File: src/rtl/digit_stream_tx.sv
// digit_stream_tx: converts a binary value to NUM_DIGITS decimal digits and streams them MSD first over valid/ready.
// Define DIGIT_STREAM_CHECKSUM_EN to append a modulo-2**SYM_W checksum symbol to every frame.
module digit_stream_tx #(
    parameter int NUM_W      = 32,
    parameter int NUM_DIGITS = 6,
    parameter int SYM_W      = 4
) (
    input  logic             hwclk,
    input  logic             rst,
    input  logic [NUM_W-1:0] num,
    input  logic             start,
    output logic             busy,
    output logic             done,
    output logic             overflow,
    output logic [SYM_W-1:0] sym,
    output logic             sym_valid,
    input  logic             sym_ready
);
    localparam int CW = NUM_DIGITS > 1 ? $clog2(NUM_DIGITS) : 1;
`ifdef DIGIT_STREAM_CHECKSUM_EN
    typedef enum logic [2:0] {IDLE, CONV, SEND, SUM, FIN} state_t;
    localparam state_t AFTER_SEND = SUM;
`else
    typedef enum logic [2:0] {IDLE, CONV, SEND, FIN} state_t;
    localparam state_t AFTER_SEND = FIN;
`endif
    state_t                     state_q, state_d;
    logic [NUM_W-1:0]           work_q, work_d;
    logic [CW-1:0]              idx_q, idx_d;
    logic [NUM_DIGITS-1:0][3:0] dig_q, dig_d;
    logic                       ovf_q, ovf_d;
    logic [3:0]                 rem;
    logic                       xfer;
`ifdef DIGIT_STREAM_CHECKSUM_EN
    logic [SYM_W-1:0]           sum_q, sum_d;
`endif
    // idx counts digits up during CONV and ends on NUM_DIGITS-1, exactly where SEND starts counting down
    always_comb begin
        state_d = state_q;
        work_d  = work_q;
        idx_d   = idx_q;
        dig_d   = dig_q;
        ovf_d   = ovf_q;
`ifdef DIGIT_STREAM_CHECKSUM_EN
        sum_d   = sum_q;
`endif
        rem     = 4'(work_q % NUM_W'(10));
        xfer    = sym_valid && sym_ready;
        case (state_q)
            IDLE: if (start) begin
                state_d = CONV;
                work_d  = num;
                idx_d   = '0;
                ovf_d   = 1'b0;
`ifdef DIGIT_STREAM_CHECKSUM_EN
                sum_d   = '0;
`endif
            end
            CONV: begin
                dig_d[idx_q] = rem;
                work_d       = work_q / NUM_W'(10);
                if (idx_q == CW'(NUM_DIGITS - 1)) begin
                    state_d = SEND;
                    ovf_d   = work_d != '0;
                end else idx_d = idx_q + 1'b1;
            end
            SEND: if (xfer) begin
`ifdef DIGIT_STREAM_CHECKSUM_EN
                sum_d = sum_q + sym;
`endif
                if (idx_q == '0) state_d = AFTER_SEND;
                else idx_d = idx_q - 1'b1;
            end
`ifdef DIGIT_STREAM_CHECKSUM_EN
            SUM: if (xfer) state_d = FIN;
`endif
            FIN: state_d = IDLE;
            default: state_d = IDLE;
        endcase
    end
    always_ff @(posedge hwclk) begin
        if (rst) begin
            state_q <= IDLE;
            work_q  <= '0;
            idx_q   <= '0;
            dig_q   <= '0;
            ovf_q   <= 1'b0;
`ifdef DIGIT_STREAM_CHECKSUM_EN
            sum_q   <= '0;
`endif
        end else begin
            state_q <= state_d;
            work_q  <= work_d;
            idx_q   <= idx_d;
            dig_q   <= dig_d;
            ovf_q   <= ovf_d;
`ifdef DIGIT_STREAM_CHECKSUM_EN
            sum_q   <= sum_d;
`endif
        end
    end
    assign busy     = state_q != IDLE && state_q != FIN;
    assign done     = state_q == FIN;
    assign overflow = ovf_q;
`ifdef DIGIT_STREAM_CHECKSUM_EN
    assign sym_valid = state_q == SEND || state_q == SUM;
    assign sym       = state_q == SEND ? dig_q[idx_q][SYM_W-1:0] : state_q == SUM ? sum_q : '0;
`else
    assign sym_valid = state_q == SEND;
    assign sym       = state_q == SEND ? dig_q[idx_q][SYM_W-1:0] : '0;
`endif
endmodule
File: config.mk
export PLATFORM = sky130hd
export DESIGN_NAME = digit_stream_tx
export DESIGN_NICKNAME = d
export VERILOG_FILES = /design/src/rtl/digit_stream_tx.sv
export SDC_FILE = /design/constraint.sdc
export NUM_CORES = 1
export LEC_CHECK = 0
export CAP_MARGIN = 10
export CORE_ASPECT_RATIO = 1.4
export CORE_MARGIN = 1.5
export CORE_UTILIZATION = 50
export CTS_CLUSTER_DIAMETER = 200
export CTS_CLUSTER_SIZE = 28
export DETAILED_ROUTE_END_ITERATION = 10
export PLACE_DENSITY = 0.71
export SETUP_SLACK_MARGIN = 0.05
export SLEW_MARGIN = 10
export SYNTH_ARGS = -nofsm -noshare
export SYNTH_HDL_FRONTEND = slang
export SYNTH_SLANG_ARGS = --single-unit
File: constraint.sdc
create_clock -name hwclk -period 9.95 [get_ports hwclk]
set_clock_uncertainty 0.15 [all_clocks]
set_input_delay 1.99 -clock hwclk [delete_from_list [all_inputs] [get_ports hwclk]]
set_output_delay 1.99 -clock hwclk [all_outputs]
set_load 0.05 [all_outputs]
==> impl_metrics.toml <==
[clocking]
cts-root-buf = "sky130_fd_sc_hd__clkbuf_16"
tritoncts = "done"
cts_max_level = 3
cts.sink_count = 62
clock_latency_at_the_later_pin_of_the_worst_skew_pair_ps = 340
worst_setup_hold_path_clk_slew_ps = 60
ctsLongestPathBuffers = 2
cts_hold_bufs = 0
cts_buffers = 9

[setup_path]
cpMostUsedCell = "sky130_fd_sc_hd__buf_4"
crit_path_max_fanout = 6
crit_type = "flop to flop"
critPathCaptureType = "flop"
largest_stage_delay_worst_path_ps = 470
crit_arrival_ps = 10270
timing.critical_path.from_type = "flop"
crit_slowest_cell = "sky130_fd_sc_hd__or4_4"
required_ps = 9990

[synth]
netlist_instances = 1043
synth-edff-count = 0
synth_top_flop_cell = "sky130_fd_sc_hd__dfxtp_1"
ys_warn_count = 0
synth.cell_area_mm2 = 0.00753
flip_flop_and_latch_count_after_synthesis = 62
seq_area_frac_synth_pct = 16.5
synth_cell_type_count = 113
syn-mean-instance-area_um2 = 7.22
fraction_of_synthesis_flops_using_an_asynchronous_set_or_reset_pin_pct = 0
syn-num-nets = 1084

[floorplanning]
chipHeight_um = 148
ios = 44
die-width_um = 107
core_region_area_mm2 = 0.0146
fp-row-count = 52
die_area_mm2 = 0.0158
initial_utilization_pct = 51.7

[route]
route.vias.total = 9678
drtAntennaViolNets = 0
drt-pass1-iter-count = 7
routed_wirelength_um = 27400
drc = 0
first_iter_violations = 768
routed_wire_length_per_instance_um = 18.8
avgViaCountPerCell = 6.62

[placed_design]
placement.io_buffers = 43
place_worst_setup_slack_ps = -307
dp_hpwl_um = 17600
routabilityCongestion = 0.969
placed_area_mm2 = 0.00934

[timing]
min_period_ps = 10220
timing.final.ws_setup_ps = -275
hold_viol = 0
fin_setup_tns_ps = -3690
setup_viol = 20
tightest_slew_ps = 1030
clock.fmax_mhz = 97.8
unrepaired_setup_endpoints_after_global_routing = "yes"
timing.final.max_slew_violations = 0
timing.max_slew.rel_slack_pct = 29.5
finalCritPeriodShare_pct = 103

[global_route]
grt_max_degree = 75
grt_antenna_before_repair = 0
wire_length_of_the_first_global_routing_pass_um = 39900
via_count_of_the_first_global_routing_pass = 8674
grt_use_total_pct = 30.2
grt-ovfl-total = 0

[layout]
layout-area-overhead-vs-synth_pct = 46.5
final_nets = 1308
mostFrequentLayoutCells = "234 x sky130_fd_sc_hd__buf_4, 102 x sky130_fd_sc_hd__nor2_1, 77 x sky130_fd_sc_hd__nand2_1, 77 x sky130_fd_sc_hd__a21oi_1, 59 x sky130_fd_sc_hd__dfxtp_1"
insertedDiodeCount = 0
finish.utilization_pct = 75.7
layout.cell_area.non_filler_mm2 = 0.0110
n_fill_cell = 1089
fraction_of_layout_cells_with_a_size_suffix_above_1_pct = 37.5
most_common_cell_after_layout_fill_and_taps_aside = "sky130_fd_sc_hd__buf_4"

[job]
max_capacitance_violation_count = 0

[run_status]
result_of_the_run = "complete, but fails checks"
violations_in_the_final_reports = "setup timing"

[min_path]
holdCritPathClass = "flop to flop"
==> routing by layer <==
layer | global-route usage [%] | vias to the layer above | part of all wire, %
li1 | - | 4483 | -
met5 | 0 | - | 0
met3 | 3.55 | 151 | 4.9
met1 | 34.5 | 4562 | 38
met4 | 15.8 | 0 | 5.8
met2 | 54.6 | 482 | 52
==> cell usage after synthesis, drive strengths merged, types with 8 or more instances <==
cell     number  area share (%)
nor3         36             2.9
buf          30             2.4
dfxtp        62              16
or3          10            0.90
mux2i        24             3.2
a211oi       49             5.4
a21oi        87             5.8
o2111ai       8             1.1
and2         11            0.95
nand2b       15             1.2
clkbuf       56             2.8
nor2b        10            0.83
o31ai        21             2.3
o211ai       17             1.7
o21ai        43             3.0
o31a          9             1.0
and3         13             1.1
a2111oi       8             1.3
nand4        13             1.2
nor2        112             5.6
nand3b       18             1.8
o22ai        21             1.8
o32ai         8             1.2
inv          30             1.5
nand2        85             4.4
o21a         14             1.4
nor4         16             1.9
nand3        40             2.7
a211o        10             1.3
==> worst paths after layout <==
| path | endpoint | depth (start not counted) | from | slack (ps) |
|---|---|---|---|---|
| setup / recovery | dig_q[17] | 39 | work_q[31] | -270 |
| hold / removal | dig_q[20] | 2 | dig_q[20] | 300 |
| setup reg to reg | dig_q[17] | 39 | work_q[31] | -270 |
| hold reg to reg | dig_q[20] | 2 | dig_q[20] | 300 |
==> worst max-delay path, delay by kind of cell (launching register included) <==
kind	cells	cell delay (ps)
flip-flops	1	360
multiplexers	1	420
AND/OR/NAND/NOR	15	4460
buffers and inverters	6	840
AO/OA/AOI/OAI	17	3870
==> logic make-up after synthesis <==
group | synth area share (%)
fa+ha+maj | 1.21
mux | 5.43
buf+inv | 6.96
compound gates | 38.7
flops | 16.5
simple gates | 29.9
xor+xnor | 1.28
==> repair_timing <==
action / CTS / global route
cloned: 0 / 2
hold endpoints to repair: 0 / 0
pin swaps: 16 / 73
resized for setup: 37 / 164
setup buffers: 9 / 48
endpoints found under the setup margin: 21 / 21
==> flip-flops by register name (all words and copies together), names as in the netlist <==
| name | cells |
|---|---|
| dig_q | 24 |
| work_q | 32 |
| idx_q | 3 |
| overflow | 1 |
| state_q | 2 |
==> through the flow <==
stage                     std cells  hold slack (ps)
after floorplan                1043              283
after global placement         1389              294
after detailed placement       1389              297
after CTS                      1414              305
after global routing           1461              332
final                          1461              305
==> layout make-up <==
class                           instances  area [um^2]  area share (%)
Clock inverter                          7         73.8           0.670
Tap cell                              189          236            2.14
Sequential cell                        62         1250            11.3
Multi-Input combinational cell        860         6660            60.4
Clock buffer                            9          225            2.04
Timing Repair Buffer                  299         2450            22.2
Inverter                               35          135            1.23
Power is left out: the tool's default activity adds up to more than one toggle a clock period on the data nets, which glitch-free logic cannot reach.
